===== src/rtl/weight_update_node_from_hidden_layer.sv =====
// rtl/weight_update_node_from_hidden_layer.sv - SGD update of one hidden node's incoming weights
//
// Purpose: on an accepted delta, computes scale = delta * LEARNING_RATE, then for every
// incoming weight k (activations 0..N-1 plus the bias at k = N):
//   w_new = w - scale * act[k]
// and writes w_new back to the weight RAM. Both RAMs have one cycle read latency.
//
// Ports:
//   clk, rst                 clock, synchronous active-high reset
//   i_valid, i_delta_node    delta handshake (accepted only while o_ready)
//   o_ready                  high only when idle
//   o_act_addr, i_act_data   activation RAM read port
//   o_weight_addr            weight RAM address (shared by read and write)
//   i_weight_data            weight RAM read data
//   o_weight_we/_wdata       one-cycle weight write
//   o_done                   one-cycle pulse after the last weight write
//
// Build option: WEIGHT_CLIP_EN clamps the written weight magnitude to WEIGHT_CLIP.

module multiplier_floating_point32 #(
    parameter int LATENCY = 7
) (
    input  logic        clk,
    input  logic        rst,
    input  logic [31:0] a,
    input  logic [31:0] b,
    output logic [31:0] result
);
    logic [31:0] pipe [LATENCY];

    // Denormals flush to zero, round to nearest even, overflow saturates to infinity.
    function automatic logic [31:0] fmul(input logic [31:0] x, input logic [31:0] y);
        logic               s;
        logic [47:0]        p;
        logic signed [9:0]  e;
        logic [23:0]        m;
        logic               g;
        logic               st;
        s = x[31] ^ y[31];
        if (x[30:23] == 8'd0 || y[30:23] == 8'd0) return {s, 31'b0};
        p = {1'b1, x[22:0]} * {1'b1, y[22:0]};
        e = $signed({2'b0, x[30:23]}) + $signed({2'b0, y[30:23]}) - 10'sd127;
        if (p[47]) begin
            m = {1'b0, p[46:24]}; g = p[23]; st = |p[22:0]; e = e + 10'sd1;
        end else begin
            m = {1'b0, p[45:23]}; g = p[22]; st = |p[21:0];
        end
        if (g && (st || m[0])) m = m + 24'd1;
        if (m[23]) begin
            m = 24'd0; e = e + 10'sd1;
        end
        if (e <= 10'sd0) return {s, 31'b0};
        if (e >= 10'sd255) return {s, 8'hFF, 23'b0};
        return {s, e[7:0], m[22:0]};
    endfunction

    always_ff @(posedge clk) begin
        if (rst) begin
            for (int i = 0; i < LATENCY; i++) pipe[i] <= 32'b0;
        end else begin
            pipe[0] <= fmul(a, b);
            for (int i = 1; i < LATENCY; i++) pipe[i] <= pipe[i-1];
        end
    end

    assign result = pipe[LATENCY-1];
endmodule

module adder_floating_point32 #(
    parameter int LATENCY = 7
) (
    input  logic        clk,
    input  logic        rst,
    input  logic [31:0] a,
    input  logic [31:0] b,
    output logic [31:0] result
);
    logic [31:0] pipe [LATENCY];

    // Three extra bits (guard, round, sticky) below the mantissa; exact cancellation gives +0.
    function automatic logic [31:0] fadd(input logic [31:0] x, input logic [31:0] y);
        logic [31:0]        p;
        logic [31:0]        q;
        logic [26:0]        mp;
        logic [26:0]        mq;
        logic [27:0]        sum;
        logic [7:0]         d;
        logic signed [9:0]  e;
        logic [23:0]        m;
        logic               g;
        logic               st;
        logic               found;
        int                 lz;
        if (x[30:23] == 8'd0) return (y[30:23] == 8'd0) ? 32'b0 : y;
        if (y[30:23] == 8'd0) return x;
        if (x[30:0] >= y[30:0]) begin
            p = x; q = y;
        end else begin
            p = y; q = x;
        end
        d  = p[30:23] - q[30:23];
        mp = {1'b1, p[22:0], 3'b0};
        mq = {1'b1, q[22:0], 3'b0};
        if (d > 8'd26) begin
            mq = 27'd1;
        end else begin
            mq = ({1'b1, q[22:0], 3'b0}) >> d;
            if ((mq << d) != {1'b1, q[22:0], 3'b0}) mq[0] = 1'b1;
        end
        e = $signed({2'b0, p[30:23]});
        if (p[31] == q[31]) begin
            sum = {1'b0, mp} + {1'b0, mq};
            if (sum[27]) begin
                sum = {1'b0, sum[27:2], sum[1] | sum[0]};
                e   = e + 10'sd1;
            end
        end else begin
            sum = {1'b0, mp} - {1'b0, mq};
            if (sum == 28'd0) return 32'b0;
            lz = 0;
            found = 1'b0;
            for (int i = 26; i >= 0; i--) begin
                if (!found && sum[i]) found = 1'b1;
                else if (!found) lz++;
            end
            sum = sum << lz;
            e   = e - 10'(lz);
        end
        m  = {1'b0, sum[25:3]};
        g  = sum[2];
        st = |sum[1:0];
        if (g && (st || m[0])) m = m + 24'd1;
        if (m[23]) begin
            m = 24'd0; e = e + 10'sd1;
        end
        if (e <= 10'sd0) return {p[31], 31'b0};
        if (e >= 10'sd255) return {p[31], 8'hFF, 23'b0};
        return {p[31], e[7:0], m[22:0]};
    endfunction

    always_ff @(posedge clk) begin
        if (rst) begin
            for (int i = 0; i < LATENCY; i++) pipe[i] <= 32'b0;
        end else begin
            pipe[0] <= fadd(a, b);
            for (int i = 1; i < LATENCY; i++) pipe[i] <= pipe[i-1];
        end
    end

    assign result = pipe[LATENCY-1];
endmodule

module weight_update_node_from_hidden_layer #(
    parameter int                    DATA_WIDTH          = 32,
    parameter int                    ADDRESS_WIDTH       = 11,
    parameter logic [DATA_WIDTH-1:0] LEARNING_RATE       = 32'h3A83126F,
    parameter int                    ADDRESS_NODE        = 0,
    parameter int                    NUMBER_OF_BACK_NODE = 32,
    parameter logic [DATA_WIDTH-1:0] WEIGHT_CLIP         = 32'h40000000
) (
    input  logic                     clk,
    input  logic                     rst,
    input  logic                     i_valid,
    input  logic [DATA_WIDTH-1:0]    i_delta_node,
    output logic                     o_ready,
    output logic [ADDRESS_WIDTH-1:0] o_act_addr,
    input  logic [DATA_WIDTH-1:0]    i_act_data,
    output logic [ADDRESS_WIDTH-1:0] o_weight_addr,
    input  logic [DATA_WIDTH-1:0]    i_weight_data,
    output logic                     o_weight_we,
    output logic [DATA_WIDTH-1:0]    o_weight_wdata,
    output logic                     o_done
);
    localparam logic [ADDRESS_WIDTH-1:0] BASE = ADDRESS_WIDTH'(ADDRESS_NODE * (NUMBER_OF_BACK_NODE + 1));
    localparam logic [ADDRESS_WIDTH-1:0] K_LAST = ADDRESS_WIDTH'(NUMBER_OF_BACK_NODE);
    localparam logic [DATA_WIDTH-1:0]    ONE = 32'h3F800000;
    // The accepting IDLE cycle already feeds the multiplier, so SCALE itself lasts 7 cycles.
    localparam logic [2:0]               SCALE_LAST = 3'd6;
    localparam logic [2:0]               PHASE_LAST = 3'd7;

    typedef enum logic [2:0] {IDLE, SCALE, READ, MUL, ADD, WRITE, DONE} state_t;

    state_t                   state;
    state_t                   state_next;
    logic [2:0]               cnt;
    logic [ADDRESS_WIDTH-1:0] k;
    logic [DATA_WIDTH-1:0]    delta_q;
    logic [DATA_WIDTH-1:0]    scale_q;
    logic [DATA_WIDTH-1:0]    act_q;
    logic [DATA_WIDTH-1:0]    weight_q;
    logic [DATA_WIDTH-1:0]    grad_q;
    logic [DATA_WIDTH-1:0]    wnew_q;
    logic [DATA_WIDTH-1:0]    act_sel;
    logic [DATA_WIDTH-1:0]    mul_a;
    logic [DATA_WIDTH-1:0]    mul_b;
    logic [DATA_WIDTH-1:0]    mul_result;
    logic [DATA_WIDTH-1:0]    add_result;
    logic [DATA_WIDTH-1:0]    w_final;

    assign act_sel = (k == K_LAST) ? ONE : i_act_data;

    // Operands are held for the whole phase, so the pipe output at the last phase
    // cycle is the result of the operands presented on the first one.
    assign mul_a = (state == MUL) ? scale_q : ((state == SCALE) ? delta_q : i_delta_node);
    assign mul_b = (state == MUL) ? ((cnt == 3'd0) ? act_sel : act_q) : LEARNING_RATE;

    multiplier_floating_point32 #(.LATENCY(7)) u_mul (
        .clk(clk), .rst(rst), .a(mul_a), .b(mul_b), .result(mul_result)
    );

    adder_floating_point32 #(.LATENCY(7)) u_add (
        .clk(clk), .rst(rst), .a(weight_q), .b({~grad_q[31], grad_q[30:0]}), .result(add_result)
    );

`ifdef WEIGHT_CLIP_EN
    assign w_final = (wnew_q[30:0] > WEIGHT_CLIP[30:0]) ? {wnew_q[31], WEIGHT_CLIP[30:0]} : wnew_q;
`else
    logic unused_clip;
    assign unused_clip = ^WEIGHT_CLIP;
    assign w_final = wnew_q;
`endif

    always_ff @(posedge clk) begin
        if (rst) state <= IDLE;
        else     state <= state_next;
    end

    always_comb begin
        state_next = state;
        case (state)
            IDLE:    if (i_valid) state_next = SCALE;
            SCALE:   if (cnt == SCALE_LAST) state_next = READ;
            READ:    state_next = MUL;
            MUL:     if (cnt == PHASE_LAST) state_next = ADD;
            ADD:     if (cnt == PHASE_LAST) state_next = WRITE;
            WRITE:   state_next = (k == K_LAST) ? DONE : READ;
            DONE:    state_next = IDLE;
            default: state_next = IDLE;
        endcase
    end

    always_comb begin
        o_ready        = (state == IDLE);
        o_done         = (state == DONE);
        o_weight_we    = (state == WRITE);
        o_act_addr     = '0;
        o_weight_addr  = '0;
        o_weight_wdata = '0;
        if (state == READ || state == MUL || state == ADD || state == WRITE) begin
            o_act_addr    = k;
            o_weight_addr = BASE + k;
        end
        if (state == WRITE) o_weight_wdata = w_final;
    end

    always_ff @(posedge clk) begin
        if (rst) begin
            cnt      <= 3'd0;
            k        <= '0;
            delta_q  <= '0;
            scale_q  <= '0;
            act_q    <= '0;
            weight_q <= '0;
            grad_q   <= '0;
            wnew_q   <= '0;
        end else begin
            cnt <= (state_next != state) ? 3'd0 : cnt + 3'd1;
            case (state)
                IDLE: if (i_valid) begin
                    delta_q <= i_delta_node;
                    k       <= '0;
                end
                SCALE: if (cnt == SCALE_LAST) scale_q <= mul_result;
                MUL: begin
                    // RAM data for the address driven in READ is valid on the first MUL cycle.
                    if (cnt == 3'd0) begin
                        act_q    <= act_sel;
                        weight_q <= i_weight_data;
                    end
                    if (cnt == PHASE_LAST) grad_q <= mul_result;
                end
                ADD:   if (cnt == PHASE_LAST) wnew_q <= add_result;
                WRITE: k <= k + 1'b1;
                default: ;
            endcase
        end
    end
endmodule


===== config.mk =====
export PLATFORM = sky130hd
export DESIGN_NAME = weight_update_node_from_hidden_layer
export DESIGN_NICKNAME = d
export VERILOG_FILES = /design/src/rtl/weight_update_node_from_hidden_layer.sv
export SDC_FILE = /design/constraint.sdc
export NUM_CORES = 2
export LEC_CHECK = 0
export CORE_MARGIN = 8
export CORE_UTILIZATION = 35
export CTS_BUF_LIST = sky130_fd_sc_hd__clkbuf_4 sky130_fd_sc_hd__clkbuf_8
export DETAILED_ROUTE_END_ITERATION = 10
export PLACE_DENSITY = 0.55
export SYNTH_ARGS = -nofsm -noshare
export SYNTH_HDL_FRONTEND = slang
export SYNTH_HIERARCHICAL = 1
export SYNTH_SLANG_ARGS = --single-unit

===== constraint.sdc =====
create_clock -name clk -period 28.4 [get_ports clk]
set_input_delay 4.26 -clock clk [delete_from_list [all_inputs] [get_ports clk]]
set_output_delay 4.26 -clock clk [all_outputs]
set_load 0.03 [all_outputs]

==> key figures <==
Critical path
  • Worst EP arrival: 27.45 ns
  • CP startpoint: grad_q[28]
  • Most common cell on crit path: ha_1
  • Worst R2R Setup Slack: 1.61 ns
  • Slowest-stage cell, CP: or4_1
  • FF-to-FF End: u_add/pipe[0][20]
  • Worst path max stage delay: 0.53 ns
  • WS Path Type: reg -> reg
  • Crit. End Element: flip-flop
  • Worst Reg-to-Reg Cells: 130
  • RR Startpoint: grad_q[28]
  • Critical path peak fanout: 14
  • CP Launch Type: flip-flop
  • Worst Setup EP: u_add/pipe[0][20]
  • CP Data Required Time: 29.06 ns

Yosys
  • Sequential share of the synthesized area: 0.213
  • Post-synth EDFFs: 0
  • Post-synthesis mux area share: 0.0371
  • Cell variety after synth: 143
  • YS warnings: 6
  • Synth Cell Area: 61900 um2
  • Most used DFF post-synth: dfxtp_1
  • Largest family of logic cells by synthesized area: simple AND/OR/NAND/NOR gates
  • Syn Area/Cell: 8.02 um2
  • Synth Instances: 7713
  • Mapped Nets: 8609
  • Yosys reg bits: 657
  • Post-synthesis adder-cell area fraction: 0.220
  • Xor-xnor portion of the synthesized cell area: 0.0382
  • Synth Area in Simple Gates: 0.256
  • FFs w/ async S/R, synth: 0
  • Compound-Gate Fraction of Synth Area: 0.160

Clocking
  • Inserted Clock Buffers: 107
  • Root Driver: clkbuf_8
  • Clock Latency Late Sink: 0.80 ns
  • # H-tree levels: 3
  • Clock slew at reported path FFs: 0.06 ns
  • CTS tree: yes
  • Clk buf depth: 3
  • TritonCTS Sinks: 657
  • Number of hold buffers added after cts: 0

STA
  • Fin. max-slew vios: 0
  • Clock Skew: 0.114 ns
  • Measured slew at the worst slew-check pin: 1.38 ns
  • Crit path time final: 26.79 ns
  • Final Hold Fails: 0
  • Final setup violation count: 0
  • Final TNS setup: 0 ns
  • Final worst-path cycle share: 0.943
  • FMAX: 37.3 MHz
  • Rel. slew slack: 0.0804

Detailed routing
  • ANT nets after route: 0
  • Detailed-route wire length per cell: 22.7 um
  • Via Count: 56224
  • Final WL: 231000 um
  • Via/cell ratio: 5.53
  • # DRC: 0
  • First-pass detailed-route iteration total: 6
  • 1st-iter DRT viols: 4719

Placed design
  • Hpwl dp: 178000 um
  • Port Buf Inserts: 155
  • Routability congestion estimate: 0.993

Global route
  • Initial antenna violation count: 12
  • Vias in the first global route: 55692
  • GRT Total Usage: 0.232
  • Largest net degree at the start of global routing: 107
  • Global-route wire length before repair: 350000 um
  • Gr ovfl total: 0

Cells and area
  • Most common cell after layout, fill and taps aside: nand2_1
  • Share of layout cells above drive strength 1: 0.0893
  • Area grow syn2layout: 11.3%
  • Commonest non-fill, non-tap cells in the layout: nand2_1 (1112), inv_1 (689), dfxtp_1 (657)
  • Nets: 8635

Die
  • Std cell rows: 154
  • Die area: 190000 um2
  • Initial Utilization: 0.352
  • Die height: 436 um
  • Core Region: 176000 um2
  • Die width: 436 um
  • I/O pin count: 156

Worst hold path
  • Hold Path Class: reg -> reg

Flow run
  • Max-Cap Viols: 0

Status
  • Status: finished, final reports clean
## area by class of cell
class,instances,area [um2]
inverter,696,2610
antenna,7,17.5
multi-input combinational,5890,44400
clock inverter,32,338
timing repair buffer,387,3320
tap,2340,2930
sequential,657,13200
clock buffer,163,2040
fill,18134,107000
## timing repair
item / in CTS / in global routing
endpoints found under the setup margin: 0 / 31
gates resized for setup: 0 / 58
buffers inserted: 0 / 7
## cell families (layout without fill, tap and decap cells)
family,count (synthesis),in the layout
XOR/XNOR,244,244
flip-flops,657,657
buffers and inverters,1167,1278
adder cells (fa/ha/maj),798,798
AND/OR/NAND/NOR,3127,3128
multiplexers,214,214
AO/OA/AOI/OAI,1506,1506
other,0,7
## critical path, delay by kind of cell (launching register included)
kind	cells	cell delay, ns
buffers and inverters	7	0.89
AND/OR/NAND/NOR	43	6.82
XOR/XNOR	3	0.84
flip-flops	1	0.38
AO/OA/AOI/OAI	41	8.00
multiplexers	9	1.80
adder cells (fa/ha/maj)	27	7.88
## cells in the mapped netlist, types with 27 or more instances
cell type,n,area (um2)
nand2_1,1115,4190
inv_1,689,2590
dfxtp_1,657,13200
fa_1,485,9710
a21oi_1,483,2420
nor2_1,442,1660
nor2b_1,423,2650
and2_1,329,2060
clkbuf_1,319,1200
ha_1,312,3900
o21ai_0,287,1440
nand3_1,208,1040
mux2i_1,174,1740
xnor2_1,149,1310
nor3_1,141,706
buf_2,91,455
nand4_1,88,551
xor2_1,74,648
a211oi_1,58,435
a21o_1,55,413
o211ai_1,53,398
nor4_1,51,319
o21a_1,50,375
a31oi_1,48,300
nand2b_1,41,257
o22ai_1,41,257
or3_1,40,250
a22oi_1,38,285
and3_1,37,231
buf_4,31,233
or2_2,30,188
mux2_2,29,327
o21bai_1,27,203
or4_1,27,203
## flip-flops by register name (all words and copies together), names as in the netlist, 32 cells and up
name        flops
scale_q        32
grad_q         32
weight_q       32
u_mul/pipe    224
w_final        32
delta_q        32
act_q          32
u_add/pipe    224
## metrics by stage
stage,area [um2],instances,util,worst slack [ns],hold WS (ns)
final,68800,10172,0.391,1.61,0.390
after global routing,68800,10170,0.391,-0.0582,0.405
after CTS,68500,10157,0.389,0.493,0.378
after detailed placement,66100,9962,0.376,0.639,0.420
after global placement,66100,9962,0.376,0.989,0.414
after floorplan,61900,7713,-,1.84,0.414
## layer usage
layer,vias to the layer above,wire [um],global-route usage
li1,26047,-,-
met1,27622,98400,0.304
met2,2080,106000,0.378
met3,473,14100,0.0318
met4,2,12700,0.113
met5,-,13,0
## how the worst min path moves through the flow
stage	to	cells past startpoint	slack (ns)	startpoint
after floorplan	u_add/pipe[1][0]	1	0.41	u_add/pipe[0][0]
after global placement	u_mul/pipe[2][3]	1	0.41	u_mul/pipe[1][3]
after detailed placement	u_mul/pipe[3][17]	1	0.42	u_mul/pipe[2][17]
after CTS	u_mul/pipe[6][31]	1	0.38	u_mul/pipe[5][31]
after global routing	u_mul/pipe[6][31]	1	0.40	u_mul/pipe[5][31]
final	u_mul/pipe[6][31]	1	0.39	u_mul/pipe[5][31]
Power is left out: the tool's default activity adds up to more than one toggle a clock period on the data nets, which glitch-free logic cannot reach.
